<file path="src/rtl/pipe_dut.sv">
// rtl/pipe_dut.sv - DEPTH-stage valid/ready pipeline with bubble collapse
// Optional beat statistics counters are enabled by defining PIPE_DUT_STATS_EN.
module pipe_dut #(
  parameter int DATA_WIDTH = 8,
  parameter int DEPTH      = 4,
  localparam int CNT_W     = $clog2(DEPTH + 1)
) (
  input  logic                  clk,
  input  logic                  rst_n,
  input  logic                  flush,
  input  logic                  rx_en,
  input  logic [DATA_WIDTH-1:0] rx_data,
  output logic                  rx_rdy,
  output logic                  tx_en,
  output logic [DATA_WIDTH-1:0] tx_data,
  input  logic                  tx_rdy,
  output logic [CNT_W-1:0]      occupancy
`ifdef PIPE_DUT_STATS_EN
  ,
  output logic [15:0]           stat_in,
  output logic [15:0]           stat_out,
  output logic [15:0]           stat_drop
`endif
);

  logic [DEPTH-1:0]      r_v;
  logic [DATA_WIDTH-1:0] r_d [DEPTH];
  logic [CNT_W-1:0]      r_occ;
  logic [DEPTH-1:0]      w_adv;
  logic                  w_rx_rdy;
  logic                  w_in;
  logic                  w_out;

  // A stage may load when it is empty or when the stage after it is moving.
  always_comb begin : adv_chain
    logic acc;
    acc   = tx_rdy;
    w_adv = '0;
    for (int i = DEPTH - 1; i >= 0; i--) begin
      acc      = !r_v[i] || acc;
      w_adv[i] = acc;
    end
  end

  assign w_rx_rdy  = w_adv[0] && !flush;
  assign w_in      = rx_en && w_rx_rdy;
  assign w_out     = r_v[DEPTH-1] && tx_rdy;

  assign rx_rdy    = w_rx_rdy;
  assign tx_en     = r_v[DEPTH-1];
  assign tx_data   = r_d[DEPTH-1];
  assign occupancy = r_occ;

  always_ff @(posedge clk) begin
    if (!rst_n) begin
      r_v <= '0;
      for (int i = 0; i < DEPTH; i++) r_d[i] <= '0;
    end else if (flush) begin
      r_v <= '0;
    end else begin
      if (w_adv[0]) begin
        r_v[0] <= rx_en;
        r_d[0] <= rx_data;
      end
      for (int i = 1; i < DEPTH; i++) begin
        if (w_adv[i]) begin
          r_v[i] <= r_v[i-1];
          r_d[i] <= r_d[i-1];
        end
      end
    end
  end

  always_ff @(posedge clk) begin
    if (!rst_n)     r_occ <= '0;
    else if (flush) r_occ <= '0;
    else            r_occ <= r_occ + CNT_W'(w_in) - CNT_W'(w_out);
  end

`ifdef PIPE_DUT_STATS_EN
  logic [15:0]      r_stat_in;
  logic [15:0]      r_stat_out;
  logic [15:0]      r_stat_drop;
  logic [CNT_W-1:0] w_drop_amt;
  logic [16:0]      w_drop_sum;

  // A beat delivered in the flush cycle is not counted as dropped.
  assign w_drop_amt = r_occ - CNT_W'(w_out);
  assign w_drop_sum = {1'b0, r_stat_drop} + 17'(w_drop_amt);

  always_ff @(posedge clk) begin
    if (!rst_n) begin
      r_stat_in   <= '0;
      r_stat_out  <= '0;
      r_stat_drop <= '0;
    end else begin
      if (w_in && r_stat_in != 16'hFFFF)   r_stat_in  <= r_stat_in + 16'd1;
      if (w_out && r_stat_out != 16'hFFFF) r_stat_out <= r_stat_out + 16'd1;
      if (flush) r_stat_drop <= w_drop_sum[16] ? 16'hFFFF : w_drop_sum[15:0];
    end
  end

  assign stat_in   = r_stat_in;
  assign stat_out  = r_stat_out;
  assign stat_drop = r_stat_drop;
`endif

endmodule

</file>
<file path="config.mk">
export PLATFORM = sky130hd
export DESIGN_NAME = pipe_dut
export DESIGN_NICKNAME = d
export VERILOG_FILES = /design/src/rtl/pipe_dut.sv
export SDC_FILE = /design/constraint.sdc
export NUM_CORES = 1
export LEC_CHECK = 0
export ABC_AREA = 1
export CELL_PAD_IN_SITES_DETAIL_PLACEMENT = 1
export CELL_PAD_IN_SITES_GLOBAL_PLACEMENT = 2
export CORE_MARGIN = 5
export CORE_UTILIZATION = 31
export CTS_CLUSTER_DIAMETER = 50
export CTS_CLUSTER_SIZE = 10
export DETAILED_ROUTE_END_ITERATION = 8
export PLACE_DENSITY = 0.76
export SLEW_MARGIN = 30
export SYNTH_ARGS = -nofsm -noshare
export SYNTH_HDL_FRONTEND = slang
export SYNTH_SLANG_ARGS = --single-unit
</file>
<file path="constraint.sdc">
create_clock -name clk -period 1.7 [get_ports clk]
set_input_delay 0.34 -clock clk [delete_from_list [all_inputs] [get_ports clk]]
set_output_delay 0.34 -clock clk [all_outputs]
set_load 0.1 [all_outputs]
</file>
==> results of run 1 <==
logic make-up after synthesis:
logic type | count (synthesis)
xor+xnor | 1
buf+inv | 52
flops | 39
compound gates | 6
simple gates | 55
fa+ha+maj | 3
per-layer routing:
metal  vias up  wire length [um]  track usage (%)
met5         -                 0                0
met4         0                10             2.19
met3         2               173             3.63
met2        23              1610             16.6
met1       491              1030             9.06
li1        540                 -                -
worst max-delay path, cell delays in order (launching register included):
cell and delay, ns:
dfxtp_4 0.37, inv_4 0.03, nor2_4 0.12, nand4_4 0.09
nand3_2 0.11, ha_4 0.20, inv_2 0.06, ha_4 0.12
inv_2 0.03, fa_2 0.53, nor2_2 0.03
cell usage after synthesis:
cell type and number:
inv_1 42, o21ai_0 2, nand3_1 1, nand2_2 1, buf_4 8, xor2_1 1, dfxtp_1 7, edfxtp_1 32
inv_2 1, nor2_2 2, ha_1 2, nor2_1 34, nand2_4 6, nand4_2 1, fa_1 1, inv_8 1
nand2_1 8, nor2_4 2, o21a_1 1, a21oi_1 3
worst max-delay path by stage:
stage / cells past startpoint / slack [ns] / startpoint / end
floorplan: 11 / -0.28 / r_v[3] / occupancy[2]
global placement: 11 / -0.53 / tx_rdy / occupancy[2]
detailed placement: 11 / -0.58 / tx_rdy / occupancy[2]
CTS: 11 / -0.04 / tx_rdy / occupancy[2]
global route: 10 / -0.17 / r_v[3] / occupancy[1]
finish: 10 / -0.09 / r_v[3] / occupancy[1]
report_power, final:
| part | switching [uW] | internal (uW) | total [uW] |
|---|---|---|---|
| Clock | 281 | 279 | 560 |
| Combinational | 185 | 114 | 299 |
| Sequential | 23.4 | 1090 | 1110 |
| Total | 489 | 1480 | 1970 |
state kept, by name, indices dropped and copies added (netlist names):
name	cells
r_d	32
r_v	4
occupancy	3
through the flow:
| step | utilization (%) | power, uW | hold WS (ns) | setup TNS (ns) | area [sq um] |
|---|---|---|---|---|---|
| after floorplan | - | 1310 | 0.465 | -0.540 | 1720 |
| after global placement | 41.1 | 1420 | 0.475 | -2.96 | 2230 |
| after detailed placement | 41.1 | 1430 | 0.491 | -4.88 | 2230 |
| after CTS | 42.6 | 2000 | 0.458 | -0.103 | 2320 |
| after global routing | 43.8 | 2080 | 0.468 | -0.421 | 2380 |
| final | 43.8 | 1970 | 0.467 | -0.152 | 2380 |
layout make-up:
cell class | count | area, sq um | share of cell area (%)
well taps | 72 | 90.1 | 3.79
multi-input cells | 65 | 424 | 17.8
inverters | 44 | 175 | 7.36
repair buffers | 40 | 505 | 21.2
flip-flops and latches | 39 | 1100 | 46.4
clock buffers | 6 | 72.6 | 3.05
clock inverters | 2 | 7.51 | 0.315
what timing repair did:
action	in CTS	in global routing
buffers inserted	1	2
resized for setup	4	13
pin swaps	2	3
hold buffers	0	0
endpoints found under the setup margin	3	3
==> impl_metrics.py, run 1 <==
metrics = {
    "outcome": {
        "status": "finished with violations",
        "violations": "setup timing",
    },
    "logic_synthesis": {
        "yosys_warnings": 0,
        "synth_top_family_by_area": "simple AND/OR/NAND/NOR gates",
        "syn_area_sq_um": 1700,
        "synth_compound_area_share_pct": 1.91,
        "synth-seq-cells": 39,
        "synthSimpleGateAreaFrac_pct": 16.7,
        "post-synth-top-area-cell": "edfxtp_1",
        "synth_seq_area_share_pct": 64.6,
        "yosysUniqueCellTypes": 20,
        "synth_area_leaders": "edfxtp_1 (56%), inv_1 (9.3%), dfxtp_1 (8.2%)",
        "synth.area.mux_share_pct": 0,
        "synth_fa_ha_area_share_pct": 2.64,
        "synth_cells": 156,
        "syn_nets": 172,
        "yosysTopAreaCellShare_pct": 56.4,
        "syn_area_per_cell_sq_um": 10.9,
        "synthXorXnorAreaFrac_pct": 0.514,
    },
    "setup_path": {
        "crit_path_end_kind": "flip-flop",
        "critPathLaunchType": "flip-flop",
        "r2r_end": "occupancy[1]",
        "r2r_cells": 10,
        "worstPathRequired_ns": 1.88,
        "crit_type": "flip-flop to flip-flop",
        "crit_path_max_fanout": 3,
        "reg2reg_from": "r_v[3]",
        "arrival_ns": 1.97,
        "r2r_setup_slack_ns": -0.09,
    },
    "clocking": {
        "cts_tree": "yes",
        "clk_pin_slew_ns": 0.07,
        "clk-insertion-delay-late_ns": 0.28,
        "cts_inserted_buffers": 5,
        "clock_path_buffers": 2,
        "htree_num_levels": 2,
        "root_buffer": "clkbuf_8",
        "cts_num_sinks": 39,
    },
    "floorplan": {
        "die_h_um": 84.1,
        "boundaryPins": 26,
        "coreArea_sq_um": 5440,
        "fp.dieW_um": 84.1,
        "die_area_sq_um": 7080,
        "initial_utilization_pct": 31.3,
        "rows": 27,
    },
    "place": {
        "numPlacedInstances": 257,
        "place.gp.congestion": 0.716,
        "dp_hpwl_mm": 2.30,
        "preCtsSetupSlack_ns": -0.584,
        "port_buffers": 25,
    },
    "layout": {
        "fillers": 604,
        "layout_common_cells": "inv_1 (37), nor2_1 (32), edfxtp_1 (32), buf_12 (14), buf_4 (13)",
        "layout.nets": 211,
        "diodes": 0,
        "final_cells": 268,
        "area_delta_synth_final_pct": 39.6,
        "layout_commonest_cell": "inv_1",
        "drive_above_1_share_pct": 30.6,
    },
    "routing": {
        "wirelength_mm": 2.82,
        "vias": 1056,
        "antenna_left": 0,
        "route.detailed.drc": 0,
        "drt-wirelength-per-cell_um": 10.5,
        "viasPerCell": 3.94,
        "first_iter_violations": 25,
        "dr.pass1.iters": 3,
    },
    "timing": {
        "slew-limit-headroom_pct": 79.3,
        "final_max_slew_viol_count": 0,
        "post-route-period-util_pct": 105,
        "rsz0062_at_grt": "yes",
        "finalCriticalPeriod_ns": 1.79,
        "clock_skew_ns": 0.00547,
        "fmax_ghz": 0.559,
        "setup_slack_ns": -0.0875,
        "tightest_slew_ns": 0.310,
        "setup_violations": 3,
        "hold_violations": 0,
    },
    "grt": {
        "grt_pass1_vias": 1138,
        "grt_max_degree": 12,
        "antenna_found_initial": 0,
        "grt.overflow.total": 0,
        "grt_pass1_wl_mm": 5.05,
        "grt_use_total_pct": 8.84,
    },
    "worst_hold_path": {
        "worstHoldPathType": "input pin to flip-flop",
        "min_from": "rx_en",
        "holdPathEnd": "r_v[0]",
        "hold_depth": 3,
    },
    "run": {
        "drv_cap": 0,
    },
    "power_and_ir_drop": {
        "max-vdd-ir-drop_v": 0.000393,
        "powerDensity_nw_per_um2": 828,
        "power.leakage_uw": 0.00102,
    },
}
Note: power is estimated with default switching activity, not from simulation.
==> run 2, diff against run 1 <==
--- a/config.mk
+++ b/config.mk
@@ -14,6 +14,7 @@
 export CTS_CLUSTER_SIZE = 10
 export DETAILED_ROUTE_END_ITERATION = 8
 export PLACE_DENSITY = 0.76
+export SKIP_LAST_GASP = 1
 export SLEW_MARGIN = 30
 export SYNTH_ARGS = -nofsm -noshare
 export SYNTH_HDL_FRONTEND = slang
==> run 2 against run 1 <==
The run still ends with setup timing left. Via count down 0.19%. Die area unchanged. Combinational power about the same. Cell count unchanged.
==> impl_metrics.py, run 2 (synthesis gave the netlist of run 1 again) <==
metrics = {
    "run": {
        "drv_cap": 0,
    },
    "timing": {
        "setup-tns-final_ns": -0.153,
        "setup_slack_ns": -0.0876,
        "final_max_slew_viol_count": 0,
        "fmax_ghz": 0.559,
        "finalCriticalPeriod_ns": 1.79,
        "rsz0062_at_grt": "yes",
        "post-route-period-util_pct": 105,
        "tightest_slew_ns": 0.311,
        "clock_skew_ns": 0.00546,
        "slew-limit-headroom_pct": 79.2,
        "hold_violations": 0,
        "setup_violations": 3,
    },
    "clocking": {
        "htree_num_levels": 2,
        "clk-insertion-delay-late_ns": 0.28,
        "cts_inserted_buffers": 5,
        "root_buffer": "clkbuf_8",
        "hold_buffers": 0,
        "cts_tree": "yes",
        "cts_num_sinks": 39,
        "clock_path_buffers": 2,
        "clk_pin_slew_ns": 0.07,
    },
    "routing": {
        "drt-wirelength-per-cell_um": 10.5,
        "antenna_left": 0,
        "vias": 1054,
        "route.detailed.drc": 0,
        "wirelength_mm": 2.82,
        "first_iter_violations": 25,
        "dr.pass1.iters": 3,
        "viasPerCell": 3.93,
    },
    "power_and_ir_drop": {
        "pwr-share-comb_pct": 15.1,
        "power.switching_uw": 489,
        "power_frac_clock_pct": 28.4,
        "powerDensity_nw_per_um2": 829,
        "power.internal_uw": 1480,
        "p_seq_share_pct": 56.4,
        "power.leakage_uw": 0.00102,
        "swShare_pct": 24.8,
        "max-vdd-ir-drop_v": 0.000393,
    },
    "setup_path": {
        "cp-endpoint": "occupancy[1]",
        "r2r_setup_slack_ns": -0.09,
        "r2r_cells": 10,
        "crit_path_max_fanout": 3,
        "slowest_stage": "fa_2",
        "crit_type": "flip-flop to flip-flop",
        "worstPathRequired_ns": 1.88,
        "critPathLaunchType": "flip-flop",
        "cpPeakStageDelay_ns": 0.53,
        "r2r_end": "occupancy[1]",
        "crit_path_start": "r_v[3]",
        "arrival_ns": 1.97,
        "crit_chain": "inv_4 > nor2_4 > nand4_4 > nand3_2 > ha_4 > inv_2 > ha_4 > inv_2 > fa_2 > nor2_2",
        "crit_path_end_kind": "flip-flop",
        "reg2reg_from": "r_v[3]",
    },
    "floorplan": {
        "die_h_um": 84.1,
        "initial_utilization_pct": 31.3,
        "coreArea_sq_um": 5440,
        "fp.dieW_um": 84.1,
        "rows": 27,
        "die_area_sq_um": 7080,
        "boundaryPins": 26,
    },
    "place": {
        "preCtsSetupSlack_ns": -0.584,
        "port_buffers": 25,
        "dp_hpwl_mm": 2.30,
        "place.gp.congestion": 0.716,
    },
    "outcome": {
        "violations": "setup timing",
        "status": "finished with violations",
    },
    "layout": {
        "layout_commonest_cell": "inv_1",
        "largest-register": "r_d",
        "fin_util_pct": 43.7,
        "diodes": 0,
        "area_delta_synth_final_pct": 39.5,
        "layout_common_cells": "inv_1 (37), nor2_1 (33), edfxtp_1 (32), buf_12 (14), buf_4 (13)",
        "drive_above_1_share_pct": 30.1,
        "layout.nets": 211,
        "largest_register_ffs": 32,
    },
    "grt": {
        "grt_pass1_wl_mm": 5.05,
        "grt_pass1_vias": 1138,
        "grt_use_total_pct": 8.84,
        "grt.overflow.total": 0,
        "grt_max_degree": 12,
        "antenna_found_initial": 0,
    },
    "worst_hold_path": {
        "worstHoldPathType": "input pin to flip-flop",
        "hold_depth": 3,
    },
}
-- run 2: cell counts in the layout (fill, tap and decap cells not counted) --
No cell type changed its count.
-- run 2: cell type report --
type	count	area, sq um
fillers	602	3060
flip-flops and latches	39	1100
repair buffers	40	505
multi-input cells	65	422
inverters	44	175
well taps	72	90.1
clock buffers	6	72.6
clock inverters	2	7.51
-- run 2: stage by stage --
step | area (sq um) | power, uW | hold WS (ns) | std cells
2_1_floorplan | 1720 | 1310 | 0.465 | 156
6_report | 2380 | 1970 | 0.467 | 268
5_1_grt | 2380 | 2080 | 0.468 | 268
3_3_place_gp | 2230 | 1420 | 0.475 | 257
3_5_place_dp | 2230 | 1430 | 0.491 | 257
4_1_cts | 2320 | 2000 | 0.458 | 266
-- run 2: worst min path at each step --
stage / slack (ns) / from / to
3_3_place_gp: 0.47 / r_v[0] / r_v[1]
4_1_cts: 0.46 / rx_en / r_v[0]
2_1_floorplan: 0.46 / r_v[0] / r_v[1]
6_report: 0.47 / rx_en / r_v[0]
3_5_place_dp: 0.49 / r_v[0] / r_v[1]
5_1_grt: 0.47 / rx_en / r_v[0]
-- run 2: power groups by stage --
stage	logic, uW	clock network, uW	registers, uW
floorplan	182	0	1130
global placement	291	0	1130
detailed placement	300	0	1130
CTS	298	588	1110
global route	320	642	1120
finish	299	560	1110
-- run 2: per-layer routing --
metal	track usage, %	wire length (um)	vias up
met3	3.63	173	2
met1	9.06	1030	489
met4	2.19	10	0
li1	-	-	540
met2	16.6	1610	23
met5	0	0	-
-- run 2: critical path: cells and delay by family (launching register included) --
| kind | cells | cell delay, ns |
|---|---|---|
| simple gates | 4 | 0.35 |
| flops | 1 | 0.37 |
| fa+ha+maj | 3 | 0.85 |
| buf+inv | 3 | 0.12 |
-- run 2: what timing repair did --
action,4_1_cts,5_1_grt
pin swaps,2,3
buffers inserted,1,2
setup endpoints to repair,3,3
resized for setup,4,12
cloned,0,0
==> RTL edit 1, RTL diff (settings of run 1) <==
Add a define of `PIPE_DUT_STATS_EN`.
--- a/src/rtl/pipe_dut.sv
+++ b/src/rtl/pipe_dut.sv
@@ -1,5 +1,7 @@
 // rtl/pipe_dut.sv - DEPTH-stage valid/ready pipeline with bubble collapse
 // Optional beat statistics counters are enabled by defining PIPE_DUT_STATS_EN.
+`define PIPE_DUT_STATS_EN
+
 module pipe_dut #(
   parameter int DATA_WIDTH = 8,
   parameter int DEPTH      = 4,
Behaviour (old outputs only; new: stat_drop, stat_in and stat_out): unchanged (equiv_simple and equiv_induct, registers matched by name and starting in step).
==> RTL edit 1 against run 1 <==
The run still ends with setup timing left; count of clock-buffer cells in the layout up 3; combinational power up 84%; synthesized area rose to 2.7 times the old value; total power up 140%; sequential cell count rose by 48; setup slack got worse by 0.39 ns; design area rose to 3.1 times the old value; non-clock buffer count rose by 126; routed wire length increased to 4.9 times the old value; sequential share of layout area fell by 18 points; critical path type unchanged; largest cell class is now multi-input gates; largest power group unchanged; highest routed layer unchanged.
==> RTL edit 1: results (changes against run 1) <==
<table>
<tr><th>Metric</th><th>Value</th></tr>
<tr><th colspan="2">Outcome</th></tr>
<tr><td>Outcome</td><td>complete, but fails checks</td></tr>
<tr><td>Violated checks</td><td>setup timing</td></tr>
<tr><th colspan="2">Placement</th></tr>
<tr><td>Gpl congestion</td><td>0.7838 (+9.5%)</td></tr>
<tr><td>Count of placed standard cells including taps</td><td>920 (+260%)</td></tr>
<tr><td>Area after detailed placement</td><td>0.006693 sq mm (+200%)</td></tr>
<tr><th colspan="2">Power and ir drop</th></tr>
<tr><td>Power share of the clock group</td><td>41.9% (+14 points)</td></tr>
<tr><td>Fraction of power spent switching nets</td><td>27.94% (+3.1 points)</td></tr>
<tr><td>Share of total power in sequential cells</td><td>46.6% (-9.8 points)</td></tr>
<tr><td>Static Leak</td><td>3.095 nW (+200%)</td></tr>
<tr><th colspan="2">Drt</th></tr>
<tr><td>DR pass1 iterations</td><td>4 (+1)</td></tr>
<tr><td>Per-cell routed wire length</td><td>14.34 microns (+36%)</td></tr>
<tr><td>Starting DRC count in detailed routing</td><td>198 (+690%)</td></tr>
<tr><th colspan="2">GRT</th></tr>
<tr><td>Global-route wire length before repair</td><td>22970 microns (+350%)</td></tr>
<tr><td>Via count of the first global-routing pass</td><td>4777 (+320%)</td></tr>
<tr><td>Met3 Usage GRT</td><td>3.517% (-0.11 points)</td></tr>
<tr><td>Met1 routing resource usage after global routing</td><td>18.72% (+9.7 points)</td></tr>
<tr><th colspan="2">Setup path</th></tr>
<tr><td>Critical Path Slowest Stage Cell</td><td>sky130_fd_sc_hd__dfxtp_4</td></tr>
<tr><td>Delay of the slowest cell on the worst path</td><td>0.37 ns (-0.16 ns)</td></tr>
<tr><th colspan="2">STA</th></tr>
<tr><td>Count of final setup violators</td><td>42 (+39)</td></tr>
<tr><td>PnR worst setup slack</td><td>-0.4803 ns (-0.3927 ns)</td></tr>
<tr><td>Slew Limit Headroom</td><td>62.23% (-17 points)</td></tr>
<tr><td>Total Neg Setup Slack</td><td>-9.360 ns (-9.208 ns)</td></tr>
<tr><th colspan="2">Synthesis</th></tr>
<tr><td>Distinct cell type count of the synthesized netlist</td><td>30 (+50%)</td></tr>
<tr><td>Seq/Total Area, Yosys</td><td>45.21% (-19 points)</td></tr>
<tr><td>Most common library cells after synthesis</td><td>152 x sky130_fd_sc_hd__nand2_1, 99 x sky130_fd_sc_hd__nor2_1, 98 x sky130_fd_sc_hd__inv_1</td></tr>
<tr><td>Count of mapped cells out of synthesis</td><td>615 (+290%)</td></tr>
<tr><th colspan="2">CTS</th></tr>
<tr><td>Number of H-tree levels</td><td>3 (+1)</td></tr>
<tr><th colspan="2">Hold path</th></tr>
<tr><td>Hold WC Path Type</td><td>reg2reg</td></tr>
<tr><th colspan="2">Final layout</th></tr>
<tr><td>Net count reported at finish</td><td>795 (+280%)</td></tr>
</table>
==> RTL edit 1: changes by cell type in the layout (fill, tap and decap cells not counted), moves of 27 or more <==
cell                             run 1  this run
sky130_fd_sc_hd__buf_4              13        83
sky130_fd_sc_hd__inv_1              37        89
sky130_fd_sc_hd__buf_12             14        63
sky130_fd_sc_hd__nand2_1             7       143
sky130_fd_sc_hd__nor2_1             32        94
sky130_fd_sc_hd__nand3_1             0        27
==> RTL edit 1: cell type report <==
class / instances / area, sq um / area share, %
sequential: 87 / 2142 / 28.90
tap: 184 / 230.2 / 3.106
inverter: 98 / 375.4 / 5.064
clock inverter: 7 / 71.32 / 0.9622
clock buffer: 9 / 225.2 / 3.038
multi-input combinational: 409 / 2275 / 30.69
timing repair buffer: 166 / 2093 / 28.24
==> RTL edit 1: final timing paths <==
kind	startpoint	to	slack, ns	depth (start not counted)
setup / recovery	r_v[3]$_SDFFE_PP0P_	stat_drop[14]$_SDFFE_PN0P_	-0.48	17
setup reg to reg	r_v[3]$_SDFFE_PP0P_	stat_drop[14]$_SDFFE_PN0P_	-0.48	17
hold / removal	stat_out[12]$_SDFFE_PN0P_	stat_out[12]$_SDFFE_PN0P_	0.52	2
hold reg to reg	stat_out[12]$_SDFFE_PN0P_	stat_out[12]$_SDFFE_PN0P_	0.52	2
==> RTL edit 1: layer usage <==
metal,up-vias,share of wire [%]
met5,-,0
met4,0,1.6
met3,14,2.6
met2,54,53
met1,2154,42
li1,2240,-
==> RTL edit 1: worst max-delay path: cells and delay by family, from the launching register on <==
kind                       cells  cell delay (ns)
adders and majority gates      3             0.68
and+or+nand+nor                8             0.61
buffers and inverters          6             0.46
DFF                            1             0.37
==> RTL edit 2, RTL diff (settings of run 1) <==
Without the edit above. Change the parameter `DATA_WIDTH` from 8 to 12.
--- a/src/rtl/pipe_dut.sv
+++ b/src/rtl/pipe_dut.sv
@@ -1,7 +1,7 @@
 // rtl/pipe_dut.sv - DEPTH-stage valid/ready pipeline with bubble collapse
 // Optional beat statistics counters are enabled by defining PIPE_DUT_STATS_EN.
 module pipe_dut #(
-  parameter int DATA_WIDTH = 8,
+  parameter int DATA_WIDTH = 12,
   parameter int DEPTH      = 4,
   localparam int CNT_W     = $clog2(DEPTH + 1)
 ) (
Interface: changed (resized rx_data and tx_data); port bits go from 26 to 34. No check against the original RTL was run, so the function may have changed too.
==> RTL edit 2 against run 1 <==
The flow still finishes with violations (setup timing); sequential cell count grew 16; maximum frequency grew 0.20%; combinational power grew 38%; die area grew 33%; design area grew 35%; total power grew 43%; sequential power grew 42%; count of clock-buffer cells in the layout grew 1; setup slack gained 0.0036 ns; synthesized area grew 38%; register-to-register slack gained 0.03 ns; routed wire length grew 20%; critical path type is now reg2out; largest cell class unchanged.
==> RTL edit 2: results (changes against run 1) <==
<table>
<tr><th>Metric</th><th>Value</th></tr>
<tr><th colspan="2">GRT</th></tr>
<tr><td>Largest net degree at the start of global routing</td><td>17 (+5)</td></tr>
<tr><td>Met1 routing resource usage after global routing</td><td>9.617% (+0.55 points)</td></tr>
<tr><td>Met3 Usage GRT</td><td>1.871% (-1.8 points)</td></tr>
<tr><td>M2 GR Usage</td><td>13.32% (-3.2 points)</td></tr>
<tr><th colspan="2">Synthesis</th></tr>
<tr><td>Count of flip-flops with a built-in enable after synthesis</td><td>48 (+50%)</td></tr>
<tr><td>Distinct cell type count of the synthesized netlist</td><td>18 (-10%)</td></tr>
<tr><td>Synthesized Nets</td><td>236 (+37%)</td></tr>
<tr><th colspan="2">CTS</th></tr>
<tr><td>Clock transition at the registers of the reported paths</td><td>0.09 ns (+0.02 ns)</td></tr>
<tr><td>Post-cts sizing count</td><td>10 (+6)</td></tr>
<tr><th colspan="2">STA</th></tr>
<tr><td>Count of final setup violators</td><td>3 (unchanged)</td></tr>
<tr><td>PnR worst setup slack</td><td>-0.08397 ns (+0.003576 ns)</td></tr>
<tr><td>Tightest Pin Transition</td><td>0.2481 ns (-0.06226 ns)</td></tr>
<tr><td>Hold Worst Slack</td><td>0.4948 ns (+0.02800 ns)</td></tr>
<tr><th colspan="2">Setup path</th></tr>
<tr><td>Delay of the slowest cell on the worst path</td><td>0.37 ns (-0.16 ns)</td></tr>
<tr><td>Signal arrival time at the worst endpoint</td><td>1.44 ns (-0.53 ns)</td></tr>
<tr><td>Setup slack of the most critical reg-to-reg path</td><td>-0.06 ns (+0.03 ns)</td></tr>
<tr><th colspan="2">Final layout</th></tr>
<tr><td>Cell area after layout</td><td>0.003203 sq mm (+35%)</td></tr>
<tr><td>Clock network contribution to total cell area</td><td>3.320% (-0.045 points)</td></tr>
<tr><td>Net count reported at finish</td><td>278 (+32%)</td></tr>
<tr><td>Count of plain and timing-repair buffers</td><td>51 (+28%)</td></tr>
<tr><td>Max reg flops</td><td>48 (+50%)</td></tr>
<tr><th colspan="2">Outcome</th></tr>
<tr><td>Violated checks</td><td>setup timing</td></tr>
<tr><td>Outcome</td><td>complete, but fails checks</td></tr>
<tr><th colspan="2">Drt</th></tr>
<tr><td>Starting DRC count in detailed routing</td><td>17 (-32%)</td></tr>
<tr><td>Wire length on met2</td><td>1722 microns (+7.0%)</td></tr>
<tr><th colspan="2">Placement</th></tr>
<tr><td>Buffers added on ports</td><td>33 (+32%)</td></tr>
<tr><td>Count of placed standard cells including taps</td><td>348 (+35%)</td></tr>
<tr><th colspan="2">Power and ir drop</th></tr>
<tr><td>Static Leak</td><td>1.349 nW (+32%)</td></tr>
</table>
==> RTL edit 2: cell types whose count changed after synthesis, moves of 3 or more <==
cell,before,now
sky130_fd_sc_hd__nand2_2,1,4
sky130_fd_sc_hd__edfxtp_1,32,48
sky130_fd_sc_hd__nand2_4,6,0
sky130_fd_sc_hd__buf_6,0,4
sky130_fd_sc_hd__inv_1,42,61
sky130_fd_sc_hd__buf_4,8,12
sky130_fd_sc_hd__nor2_1,34,49
sky130_fd_sc_hd__nand2_1,8,13
==> RTL edit 2: logic make-up after synthesis <==
| kind of cell | synth area share (%) |
|---|---|
| simple gates | 13.32 |
| fa+ha+maj | 1.918 |
| buf+inv | 15.82 |
| flops | 67.34 |
| compound gates | 1.598 |
==> RTL edit 2: power by group <==
group          internal (mW)  leakage, nW  switching (mW)  total, mW
logic                  0.166        0.709           0.248      0.414
clock network          0.441       0.0524           0.381      0.822
registers               1.55        0.587          0.0324       1.58
